--- config.mk ---
export PLATFORM = sky130hd
export DESIGN_NAME = rocket_mem_to_axi
export DESIGN_NICKNAME = d
export VERILOG_FILES = /design/src/rtl/rocket_axi_pkg.sv /design/src/rtl/rocket_mem_to_axi.sv
export SDC_FILE = /design/constraint.sdc
export NUM_CORES = 1
export LEC_CHECK = 0
export ABC_AREA = 1
export BUFFER_PORTS_ARGS = -buffer_cell sky130_fd_sc_hd__buf_2
export CAP_MARGIN = 20
export CORE_AREA = 2 2 180 182
export DETAILED_ROUTE_END_ITERATION = 8
export DIE_AREA = 0 0 182 184
export SYNTH_ARGS = -nofsm -noshare
export SYNTH_HDL_FRONTEND = slang
export SYNTH_SLANG_ARGS = --single-unit
--- constraint.sdc ---
create_clock -name clk_i -period 2 [get_ports clk_i]
set_input_delay 0 -clock clk_i [delete_from_list [all_inputs] [get_ports clk_i]]
set_output_delay 0 -clock clk_i [all_outputs]
set_load 0.02 [all_outputs]
--- src/rtl/rocket_axi_pkg.sv ---
// Shared AXI encodings and bridge FSM states for rocket_mem_to_axi.
package rocket_axi_pkg;

  typedef enum logic [1:0] {
    BURST_FIXED = 2'b00,
    BURST_INCR  = 2'b01,
    BURST_WRAP  = 2'b10
  } axi_burst_t;

  typedef enum logic [1:0] {
    RESP_OKAY   = 2'b00,
    RESP_EXOKAY = 2'b01,
    RESP_SLVERR = 2'b10,
    RESP_DECERR = 2'b11
  } axi_resp_t;

  typedef enum logic [2:0] {
    IDLE   = 3'd0,
    WRITE  = 3'd1,
    WAIT_B = 3'd2,
    READ   = 3'd3,
    WAIT_R = 3'd4
  } mem_state_e;

  // SLVERR and DECERR both carry bit 1 set; OKAY/EXOKAY do not.
  function automatic logic resp_is_err(input logic [1:0] resp);
    return resp[1];
  endfunction

endpackage

--- src/rtl/rocket_mem_to_axi.sv ---
// Single-beat memory request port to AXI4 master bridge, one transaction
// outstanding at a time. Optional macro ROCKET_MEM_TO_AXI_ERR_EN adds err_o,
// which flags SLVERR/DECERR responses alongside rvalid_o.
module rocket_mem_to_axi
  import rocket_axi_pkg::*;
#(
  parameter int unsigned AXI_ID_WIDTH   = 4,
  parameter int unsigned AXI_ADDR_WIDTH = 32,
  parameter int unsigned AXI_DATA_WIDTH = 64,
  parameter int unsigned AXI_ID         = 0
) (
  input  logic                        clk_i,
  input  logic                        rst_ni,
  // Request side
  input  logic                        req_i,
  input  logic                        we_i,
  input  logic [AXI_ADDR_WIDTH-1:0]   addr_i,
  input  logic [7:0]                  be_i,
  input  logic [AXI_DATA_WIDTH-1:0]   data_i,
  output logic                        gnt_o,
  output logic                        rvalid_o,
  output logic [AXI_DATA_WIDTH-1:0]   rdata_o,
`ifdef ROCKET_MEM_TO_AXI_ERR_EN
  output logic                        err_o,
`endif
  // AXI write address
  output logic                        axi4_mem_0_bits_aw_valid,
  input  logic                        axi4_mem_0_bits_aw_ready,
  output logic [AXI_ID_WIDTH-1:0]     axi4_mem_0_bits_aw_id,
  output logic [AXI_ADDR_WIDTH-1:0]   axi4_mem_0_bits_aw_addr,
  output logic [7:0]                  axi4_mem_0_bits_aw_len,
  output logic [2:0]                  axi4_mem_0_bits_aw_size,
  output logic [1:0]                  axi4_mem_0_bits_aw_burst,
  output logic                        axi4_mem_0_bits_aw_lock,
  output logic [3:0]                  axi4_mem_0_bits_aw_cache,
  output logic [2:0]                  axi4_mem_0_bits_aw_prot,
  output logic [3:0]                  axi4_mem_0_bits_aw_qos,
  // AXI write data
  output logic                        axi4_mem_0_bits_w_valid,
  input  logic                        axi4_mem_0_bits_w_ready,
  output logic [AXI_DATA_WIDTH-1:0]   axi4_mem_0_bits_w_data,
  output logic [AXI_DATA_WIDTH/8-1:0] axi4_mem_0_bits_w_strb,
  output logic                        axi4_mem_0_bits_w_last,
  // AXI write response
  input  logic                        axi4_mem_0_bits_b_valid,
  output logic                        axi4_mem_0_bits_b_ready,
  input  logic [AXI_ID_WIDTH-1:0]     axi4_mem_0_bits_b_id,
  input  logic [1:0]                  axi4_mem_0_bits_b_resp,
  // AXI read address
  output logic                        axi4_mem_0_bits_ar_valid,
  input  logic                        axi4_mem_0_bits_ar_ready,
  output logic [AXI_ID_WIDTH-1:0]     axi4_mem_0_bits_ar_id,
  output logic [AXI_ADDR_WIDTH-1:0]   axi4_mem_0_bits_ar_addr,
  output logic [7:0]                  axi4_mem_0_bits_ar_len,
  output logic [2:0]                  axi4_mem_0_bits_ar_size,
  output logic [1:0]                  axi4_mem_0_bits_ar_burst,
  output logic                        axi4_mem_0_bits_ar_lock,
  output logic [3:0]                  axi4_mem_0_bits_ar_cache,
  output logic [2:0]                  axi4_mem_0_bits_ar_prot,
  output logic [3:0]                  axi4_mem_0_bits_ar_qos,
  // AXI read data
  input  logic                        axi4_mem_0_bits_r_valid,
  output logic                        axi4_mem_0_bits_r_ready,
  input  logic [AXI_ID_WIDTH-1:0]     axi4_mem_0_bits_r_id,
  input  logic [AXI_DATA_WIDTH-1:0]   axi4_mem_0_bits_r_data,
  input  logic [1:0]                  axi4_mem_0_bits_r_resp,
  input  logic                        axi4_mem_0_bits_r_last
);

  localparam int unsigned    STRB_W   = AXI_DATA_WIDTH / 8;
  localparam logic [2:0]     AXI_SIZE = 3'($clog2(AXI_DATA_WIDTH / 8));
  localparam logic [AXI_ID_WIDTH-1:0] ID_VAL = AXI_ID_WIDTH'(AXI_ID);

  mem_state_e                state_q, state_d;
  logic [AXI_ADDR_WIDTH-1:0] addr_q, addr_d;
  logic [AXI_DATA_WIDTH-1:0] data_q, data_d;
  logic [7:0]                be_q, be_d;
  logic                      aw_valid_q, aw_valid_d;
  logic                      w_valid_q, w_valid_d;
  logic                      ar_valid_q, ar_valid_d;
  logic                      b_ready_q, b_ready_d;
  logic                      r_ready_q, r_ready_d;
  logic                      aw_done_q, aw_done_d;
  logic                      w_done_q, w_done_d;
  logic                      rvalid_q, rvalid_d;
  logic [AXI_DATA_WIDTH-1:0] rdata_q, rdata_d;
  logic                      err_q, err_d;

  logic aw_hs, w_hs, ar_hs, b_hs, r_hs;

  assign aw_hs = aw_valid_q & axi4_mem_0_bits_aw_ready;
  assign w_hs  = w_valid_q  & axi4_mem_0_bits_w_ready;
  assign ar_hs = ar_valid_q & axi4_mem_0_bits_ar_ready;
  assign b_hs  = b_ready_q  & axi4_mem_0_bits_b_valid;
  assign r_hs  = r_ready_q  & axi4_mem_0_bits_r_valid;

  // Grant is combinational so a request is accepted in the cycle it is seen.
  assign gnt_o = (state_q == IDLE) & req_i;

  // State register plus transaction latch and registered AXI controls.
  always_ff @(posedge clk_i or negedge rst_ni) begin
    if (!rst_ni) begin
      state_q    <= IDLE;
      addr_q     <= '0;
      data_q     <= '0;
      be_q       <= '0;
      aw_valid_q <= 1'b0;
      w_valid_q  <= 1'b0;
      ar_valid_q <= 1'b0;
      b_ready_q  <= 1'b0;
      r_ready_q  <= 1'b0;
      aw_done_q  <= 1'b0;
      w_done_q   <= 1'b0;
      rvalid_q   <= 1'b0;
      rdata_q    <= '0;
      err_q      <= 1'b0;
    end else begin
      state_q    <= state_d;
      addr_q     <= addr_d;
      data_q     <= data_d;
      be_q       <= be_d;
      aw_valid_q <= aw_valid_d;
      w_valid_q  <= w_valid_d;
      ar_valid_q <= ar_valid_d;
      b_ready_q  <= b_ready_d;
      r_ready_q  <= r_ready_d;
      aw_done_q  <= aw_done_d;
      w_done_q   <= w_done_d;
      rvalid_q   <= rvalid_d;
      rdata_q    <= rdata_d;
      err_q      <= err_d;
    end
  end

  // Next-state and next-output logic; valids only change on handshakes.
  always_comb begin
    state_d    = state_q;
    addr_d     = addr_q;
    data_d     = data_q;
    be_d       = be_q;
    aw_valid_d = aw_valid_q;
    w_valid_d  = w_valid_q;
    ar_valid_d = ar_valid_q;
    b_ready_d  = b_ready_q;
    r_ready_d  = r_ready_q;
    aw_done_d  = aw_done_q;
    w_done_d   = w_done_q;
    rvalid_d   = 1'b0;
    rdata_d    = rdata_q;
    err_d      = err_q;

    case (state_q)
      IDLE: begin
        if (req_i) begin
          addr_d = addr_i;
          data_d = data_i;
          be_d   = be_i;
          if (we_i) begin
            state_d    = WRITE;
            aw_valid_d = 1'b1;
            w_valid_d  = 1'b1;
            aw_done_d  = 1'b0;
            w_done_d   = 1'b0;
          end else begin
            state_d    = READ;
            ar_valid_d = 1'b1;
          end
        end
      end

      WRITE: begin
        if (aw_hs) begin
          aw_valid_d = 1'b0;
          aw_done_d  = 1'b1;
        end
        if (w_hs) begin
          w_valid_d = 1'b0;
          w_done_d  = 1'b1;
        end
        if ((aw_done_q | aw_hs) & (w_done_q | w_hs)) begin
          state_d   = WAIT_B;
          b_ready_d = 1'b1;
        end
      end

      WAIT_B: begin
        if (b_hs) begin
          state_d   = IDLE;
          b_ready_d = 1'b0;
          rvalid_d  = 1'b1;
`ifdef ROCKET_MEM_TO_AXI_ERR_EN
          err_d     = resp_is_err(axi4_mem_0_bits_b_resp);
`endif
        end
      end

      READ: begin
        if (ar_hs) begin
          state_d    = WAIT_R;
          ar_valid_d = 1'b0;
          r_ready_d  = 1'b1;
        end
      end

      WAIT_R: begin
        if (r_hs) begin
          state_d   = IDLE;
          r_ready_d = 1'b0;
          rvalid_d  = 1'b1;
          rdata_d   = axi4_mem_0_bits_r_data;
`ifdef ROCKET_MEM_TO_AXI_ERR_EN
          err_d     = resp_is_err(axi4_mem_0_bits_r_resp);
`endif
        end
      end

      default: state_d = IDLE;
    endcase
  end

  // Completion side.
  assign rvalid_o = rvalid_q;
  assign rdata_o  = rdata_q;

`ifdef ROCKET_MEM_TO_AXI_ERR_EN
  assign err_o = err_q;
  logic unused_resp;
  assign unused_resp = ^{axi4_mem_0_bits_b_id, axi4_mem_0_bits_r_id,
                         axi4_mem_0_bits_r_last};
`else
  logic unused_resp;
  assign unused_resp = ^{axi4_mem_0_bits_b_id, axi4_mem_0_bits_r_id,
                         axi4_mem_0_bits_r_last, axi4_mem_0_bits_b_resp,
                         axi4_mem_0_bits_r_resp, err_q};
`endif

  // Single-beat INCR encoding shared by both address channels.
  assign axi4_mem_0_bits_aw_valid = aw_valid_q;
  assign axi4_mem_0_bits_aw_id    = ID_VAL;
  assign axi4_mem_0_bits_aw_addr  = addr_q;
  assign axi4_mem_0_bits_aw_len   = 8'd0;
  assign axi4_mem_0_bits_aw_size  = AXI_SIZE;
  assign axi4_mem_0_bits_aw_burst = BURST_INCR;
  assign axi4_mem_0_bits_aw_lock  = 1'b0;
  assign axi4_mem_0_bits_aw_cache = 4'd0;
  assign axi4_mem_0_bits_aw_prot  = 3'd0;
  assign axi4_mem_0_bits_aw_qos   = 4'd0;

  assign axi4_mem_0_bits_w_valid  = w_valid_q;
  assign axi4_mem_0_bits_w_data   = data_q;
  assign axi4_mem_0_bits_w_strb   = STRB_W'(be_q);
  assign axi4_mem_0_bits_w_last   = 1'b1;

  assign axi4_mem_0_bits_b_ready  = b_ready_q;

  assign axi4_mem_0_bits_ar_valid = ar_valid_q;
  assign axi4_mem_0_bits_ar_id    = ID_VAL;
  assign axi4_mem_0_bits_ar_addr  = addr_q;
  assign axi4_mem_0_bits_ar_len   = 8'd0;
  assign axi4_mem_0_bits_ar_size  = AXI_SIZE;
  assign axi4_mem_0_bits_ar_burst = BURST_INCR;
  assign axi4_mem_0_bits_ar_lock  = 1'b0;
  assign axi4_mem_0_bits_ar_cache = 4'd0;
  assign axi4_mem_0_bits_ar_prot  = 3'd0;
  assign axi4_mem_0_bits_ar_qos   = 4'd0;

  assign axi4_mem_0_bits_r_ready  = r_ready_q;

endmodule

==> results.cfg, run 1 <==
[run_status]
outcome = finished clean

[global_routing]
grt_max_degree = 105
grt_use_total_pct = 13.7
overflow = 0
antenna_found_initial = 0
grt_pass1_wl_mm = 36.2
grt_pass1_vias = 7070

[pwr]
power.switching_w = 0.00783
p_seq_share_pct = 35.7
swShare_pct = 44.9
leakage_nw = 6.88
clkPwrFrac_pct = 18.7
pwr_density_cell_mw_per_mm2 = 1460
p_int_w = 0.00961
peakVddDrop_uv = 690
combinationalPowerShare_pct = 45.7

[setup_path]
slowest_stage = dfrtp_2
cpPeakStageDelay_ns = 0.45
arrival_ns = 1.88
path_class = flop to output port
crit_path_max_fanout = 19
path_cells = nor2_4, nand2_1, nor2_4, buf_12, buf_4, buf_2
cp-start-kind = flop
crit_required_ns = 2.00
critPathMostFrequentCell = nor2_4
end_kind = output port

[timing]
tightest_slew_ns = 0.684
finalCritPeriodShare_pct = 93.9
timing.final.crit_period_ns = 1.88
max_freq_ghz = 0.533
finClkSkew_ns = 0.0101
finalSetupTns_ns = 0
maxSlewViolCount = 0
setup_viol = 0
hold_violations = 0
max_slew_margin_pct = 54.4

[floorplanning]
initial_utilization_pct = 24.3
core-area_sq_mm = 0.0314
rows = 65
ios = 456
die-area_sq_mm = 0.0335
die_w_um = 182
die_h_um = 184

[yosys]
async_flop_share_pct = 100
yosys.cell_types.count = 16
synth_area_sq_mm = 0.00762
syn-instance-count = 885
synth_warnings = 0
avgSynthCellArea_sq_um = 8.61
synth-seq-cells = 179
yosysSeqAreaShare_pct = 58.8
ys.flop_type = dfrtp_1
synth-edff-count = 0

[layout]
syn_to_final_growth_pct = 56.9
stdcell_area_sq_mm = 0.0120
mostFrequentLayoutCell = nand2_1
multi_input_area_sq_mm = 0.00239
antenna_cells = 0
seq_area_sq_mm = 0.00448
layout.nets = 1606
layout_common_cells = nand2_1, buf_2, dlygate4sd3_1
fin_util_pct = 38.1
drive_gt1_share_pct = 30.7
fillCellCount = 3170

[clocking]
cts_buffers = 17
ctsHtreeMaxLevel = 4
root_buffer = clkbuf_16
cts_tree = built
cts_buffer_depth = 2
cts_sinks = 179
clkTransAtPathRegs_ns = 0.08
insertion_delay_ns = 0.45

[route]
vias = 7171
wirelength_mm = 23.4
avgRoutedWirePerCell_um = 12.8
ant_nets = 0
drt-initial-drc-count = 362
drc_errors = 0
first_pass_iters = 4
vias_per_cell = 3.92

[place]
dpl.hpwl_mm = 15.5
gp_congestion = 0.817
post_dp_cell_area_sq_mm = 0.00953
port_buffers = 383

[run]
drv_cap = 0

[hold_path]
hold_class = primary input to asynchronous set/reset pin
stage by stage:
| stage | power [W] | setup slack, ns | instances | hold slack (ns) |
|---|---|---|---|---|
| global route | 0.0187 | -0.000260 | 1831 | 0.108 |
| finish | 0.0174 | 0.122 | 1831 | 0.0947 |
| global placement | 0.0138 | 0.387 | 1615 | 0.0168 |
| CTS | 0.0176 | 0.0517 | 1830 | 0.0650 |
| floorplan | 0.0114 | 0.680 | 942 | -0.296 |
| detailed placement | 0.0139 | 0.362 | 1615 | 0.0155 |
repair_timing:
item / CTS / global route
hold endpoints to repair: 350 / 0
hold buffers: 183 / 0
gates resized for setup: 0 / 3
buffers inserted: 0 / 1
endpoints found under the setup margin: 0 / 3
worst paths after layout:
path                              from                     endpoint  slack, ns  cells past startpoint
setup reg to reg            state_q[2]                   state_q[1]       0.21                      7
max in group asynchronous       rst_ni                  rdata_o[12]       1.22                      3
min in group clk_i          addr_i[28]  axi4_mem_0_bits_ar_addr[28]       0.28                      4
hold reg to reg            rdata_o[20]                  rdata_o[20]       0.47                      2
setup / recovery            state_q[2]                        gnt_o       0.12                      6
hold / removal                  rst_ni                  rdata_o[38]       0.09                      2
cell families (layout without fill, tap and decap cells):
kind of cell	after synthesis	count (layout)	synth area share, %
flip-flops	179	179	58.8
AND/OR/NAND/NOR	557	557	27.8
other	2	59	0.0986
AO/OA/AOI/OAI	9	9	0.591
buffers and inverters	138	625	12.7
final cells by class:
| cell class | count | share of cell area [%] |
|---|---|---|
| Sequential cell | 179 | 37.5 |
| Timing Repair Buffer | 582 | 33.2 |
| Multi-Input combinational cell | 625 | 20.0 |
| Tap cell | 402 | 4.21 |
| Clock buffer | 20 | 3.74 |
| Clock inverter | 12 | 0.942 |
| Inverter | 11 | 0.377 |
cell usage after synthesis, types with 4 or more instances:
| cell type | n | area, sq um |
|---|---|---|
| buf_4 | 102 | 766 |
| dfrtp_1 | 179 | 4480 |
| buf_2 | 18 | 90.1 |
| o21ai_0 | 7 | 35.0 |
| buf_6 | 6 | 67.6 |
| nor2_1 | 10 | 37.5 |
| inv_1 | 9 | 33.8 |
| nand2_1 | 538 | 2020 |
| nand3_1 | 4 | 20.0 |
critical path: cells and delay by family, from the launching register on:
| family | cells | cell delay, ns |
|---|---|---|
| buffers and inverters | 3 | 0.52 |
| flip-flops | 1 | 0.45 |
| AND/OR/NAND/NOR | 3 | 0.46 |
layer usage:
metal / GRT usage, % / up-vias / share of wire, %
met5: 0 / - / 0
met3: 3.66 / 48 / 5.4
met2: 23.3 / 248 / 50
met1: 16.1 / 3305 / 41
li1: - / 3570 / -
met4: 6.68 / 0 / 3.2
power by group through the flow:
stage / clock (W) / sequential [W] / combinational (W)
6_report: 0.00325 / 0.00623 / 0.00796
3_3_place_gp: 0 / 0.00621 / 0.00756
3_5_place_dp: 0 / 0.00625 / 0.00766
2_1_floorplan: 0 / 0.00824 / 0.00318
4_1_cts: 0.00339 / 0.00622 / 0.00796
5_1_grt: 0.00353 / 0.00646 / 0.00870
sequential cells by signal, summed over array words and instances, names as in the netlist:
name,cells
axi4_mem_0_bits_b_ready,1
axi4_mem_0_bits_ar_valid,1
axi4_mem_0_bits_r_ready,1
aw_done_q,1
axi4_mem_0_bits_w_valid,1
state_q,3
w_done_q,1
rvalid_o,1
axi4_mem_0_bits_w_strb,8
axi4_mem_0_bits_ar_addr,32
axi4_mem_0_bits_w_data,64
axi4_mem_0_bits_aw_valid,1
rdata_o,64
No activity file was read; power rests on OpenSTA's default activity.
==> inputs of run 2 (changes only) <==
--- a/config.mk
+++ b/config.mk
@@ -8,9 +8,9 @@
 export ABC_AREA = 1
 export BUFFER_PORTS_ARGS = -buffer_cell sky130_fd_sc_hd__buf_2
 export CAP_MARGIN = 20
-export CORE_AREA = 2 2 180 182
+export CORE_AREA = 2 2 175 177
 export DETAILED_ROUTE_END_ITERATION = 8
-export DIE_AREA = 0 0 182 184
+export DIE_AREA = 0 0 177 179
 export SYNTH_ARGS = -nofsm -noshare
 export SYNTH_HDL_FRONTEND = slang
 export SYNTH_SLANG_ARGS = --single-unit
==> constraint.sdc (replaced) <==
create_clock -name clk_i -period 1.55 [get_ports clk_i]
set_input_delay 0 -clock clk_i [delete_from_list [all_inputs] [get_ports clk_i]]
set_output_delay 0 -clock clk_i [all_outputs]
set_load 0.02 [all_outputs]
==> results.cfg, run 2 (same netlist as run 1, synthesis figures left out) <==
[run_status]
outcome = finished clean

[floorplanning]
die_w_um = 177
core-area_sq_mm = 0.0300
die-area_sq_mm = 0.0317
ios = 456
die_h_um = 179
rows = 64
initial_utilization_pct = 25.4

[layout]
antenna_cells = 0
fillCellCount = 2934
fin_cells = 1851
layout_common_cells = nand2_1, buf_2, dfrtp_1
syn_to_final_growth_pct = 64.1
drive_gt1_share_pct = 32.4
layout.nets = 1632
mostFrequentLayoutCell = nand2_1

[pwr]
pwr_density_cell_mw_per_mm2 = 1910
peakVddDrop_uv = 751
finalPower_w = 0.0239
leakage_nw = 7.18

[timing]
rsz0062_at_grt = true
hold_violations = 0
finClkSkew_ns = 0.00958
finalCritPeriodShare_pct = 95.8
timing.final.crit_period_ns = 1.48
max_freq_ghz = 0.673
setup_viol = 0
maxSlewViolCount = 0

[place]
placed_cells = 1614
gp_congestion = 0.786
dpl.hpwl_mm = 15.9
port_buffers = 383

[clocking]
clkTransAtPathRegs_ns = 0.07
ctsHtreeMaxLevel = 4
insertion_delay_ns = 0.42
cts_buffer_depth = 2
cts_tree = built
root_buffer = clkbuf_16
cts_sinks = 179
cts_buffers = 17

[route]
avgRoutedWirePerCell_um = 14.6
vias_per_cell = 4.04
vias = 7478
drc_errors = 0
ant_nets = 0
wirelength_mm = 27.0
drt-initial-drc-count = 368
first_pass_iters = 5

[setup_path]
end_kind = flop
crit_path_max_fanout = 9
arrival_ns = 1.79
path_class = flop to flop
path_buf_inv = 3
slowest_stage = dfrtp_1
crit_required_ns = 1.86
cp-start-kind = flop
critPathTopFamily = simple AND/OR/NAND/NOR gates
cpPeakStageDelay_ns = 0.40
path_cells = buf_4, nor2_2, nand2_2, nor2_4, buf_4, buf_12, o21ai_0, nand2_1, nand2_1
r2r_slack_ns = 0.07

[global_routing]
grt_max_degree = 53
antenna_found_initial = 0
grt_use_total_pct = 15.0
overflow = 0
grt_pass1_vias = 7114
grt_pass1_wl_mm = 37.0

[hold_path]
hold_class = primary input to asynchronous set/reset pin

[run]
drv_cap = 0
==> run 2: metal layers <==
layer	vias to the layer above	wire (um)	share of wire [%]	GRT usage, %
met4	0	546	2.0	5.61
met1	3529	11300	42	18.5
met3	34	1380	5.1	3.01
li1	3630	-	-	-
met5	-	0	0	0
met2	285	13800	51	25.8
==> run 2: worst paths after layout <==
path / start / to / cells past startpoint
setup / recovery: state_q[1] / axi4_mem_0_bits_r_ready / 9
hold / removal: rst_ni / rdata_o[37] / 2
setup reg to reg: state_q[1] / axi4_mem_0_bits_r_ready / 9
hold reg to reg: axi4_mem_0_bits_w_data[55] / axi4_mem_0_bits_w_data[55] / 2
max in group asynchronous: rst_ni / axi4_mem_0_bits_w_data[62] / 3
min in group clk_i: data_i[49] / axi4_mem_0_bits_w_data[49] / 4
==> run 2: cell type report <==
type | instances | area [sq um] | share of cell area [%]
clock buffer | 25 | 495 | 3.96
tap | 396 | 495 | 3.96
inverter | 11 | 48.8 | 0.390
clock inverter | 7 | 121 | 0.971
sequential | 179 | 4480 | 35.8
multi-input combinational | 625 | 2410 | 19.3
timing repair buffer | 608 | 4460 | 35.6
==> run 2: repair_timing <==
| action | 4_1_cts | 5_1_grt |
|---|---|---|
| setup buffers | 4 | 11 |
| pin swaps | 1 | 2 |
| endpoints found under the hold margin | 355 | 0 |
| hold buffers | 177 | 0 |
| endpoints found under the setup margin | 102 | 123 |
| cloned | 3 | 10 |
| gates resized for setup | 11 | 11 |
==> run 2: per-stage QoR <==
| step | hold slack [ns] | worst slack (ns) | area [sq um] | utilization (%) | TNS, ns |
|---|---|---|---|---|---|
| floorplan | -0.296 | 0.230 | 7830 | - | 0 |
| global placement | -0.0166 | 0.00141 | 9600 | 32.0 | 0 |
| detailed placement | -0.00548 | -0.0378 | 9600 | 32.0 | -0.333 |
| CTS | 0.0957 | 0.0187 | 12100 | 40.4 | 0 |
| global route | 0.115 | -0.0325 | 12500 | 41.6 | -0.108 |
| finish | 0.0864 | 0.0651 | 12500 | 41.6 | 0 |
==> run 2: where the power goes <==
group	switching, W	internal [W]	leakage (nW)	total, W
Combinational	0.00726	0.00398	4.60	0.0112
Clock	0.00183	0.00272	0.302	0.00455
Sequential	0.00126	0.00682	2.28	0.00807
==> run 2: worst reg2reg max path, cell delays in order, from the launching register on <==
cell and delay, ns:
dfrtp_1 0.40, buf_4 0.15, nor2_2 0.13, nand2_2 0.08
nor2_4 0.16, buf_4 0.14, buf_12 0.12, o21ai_0 0.08
nand2_1 0.07, nand2_1 0.05
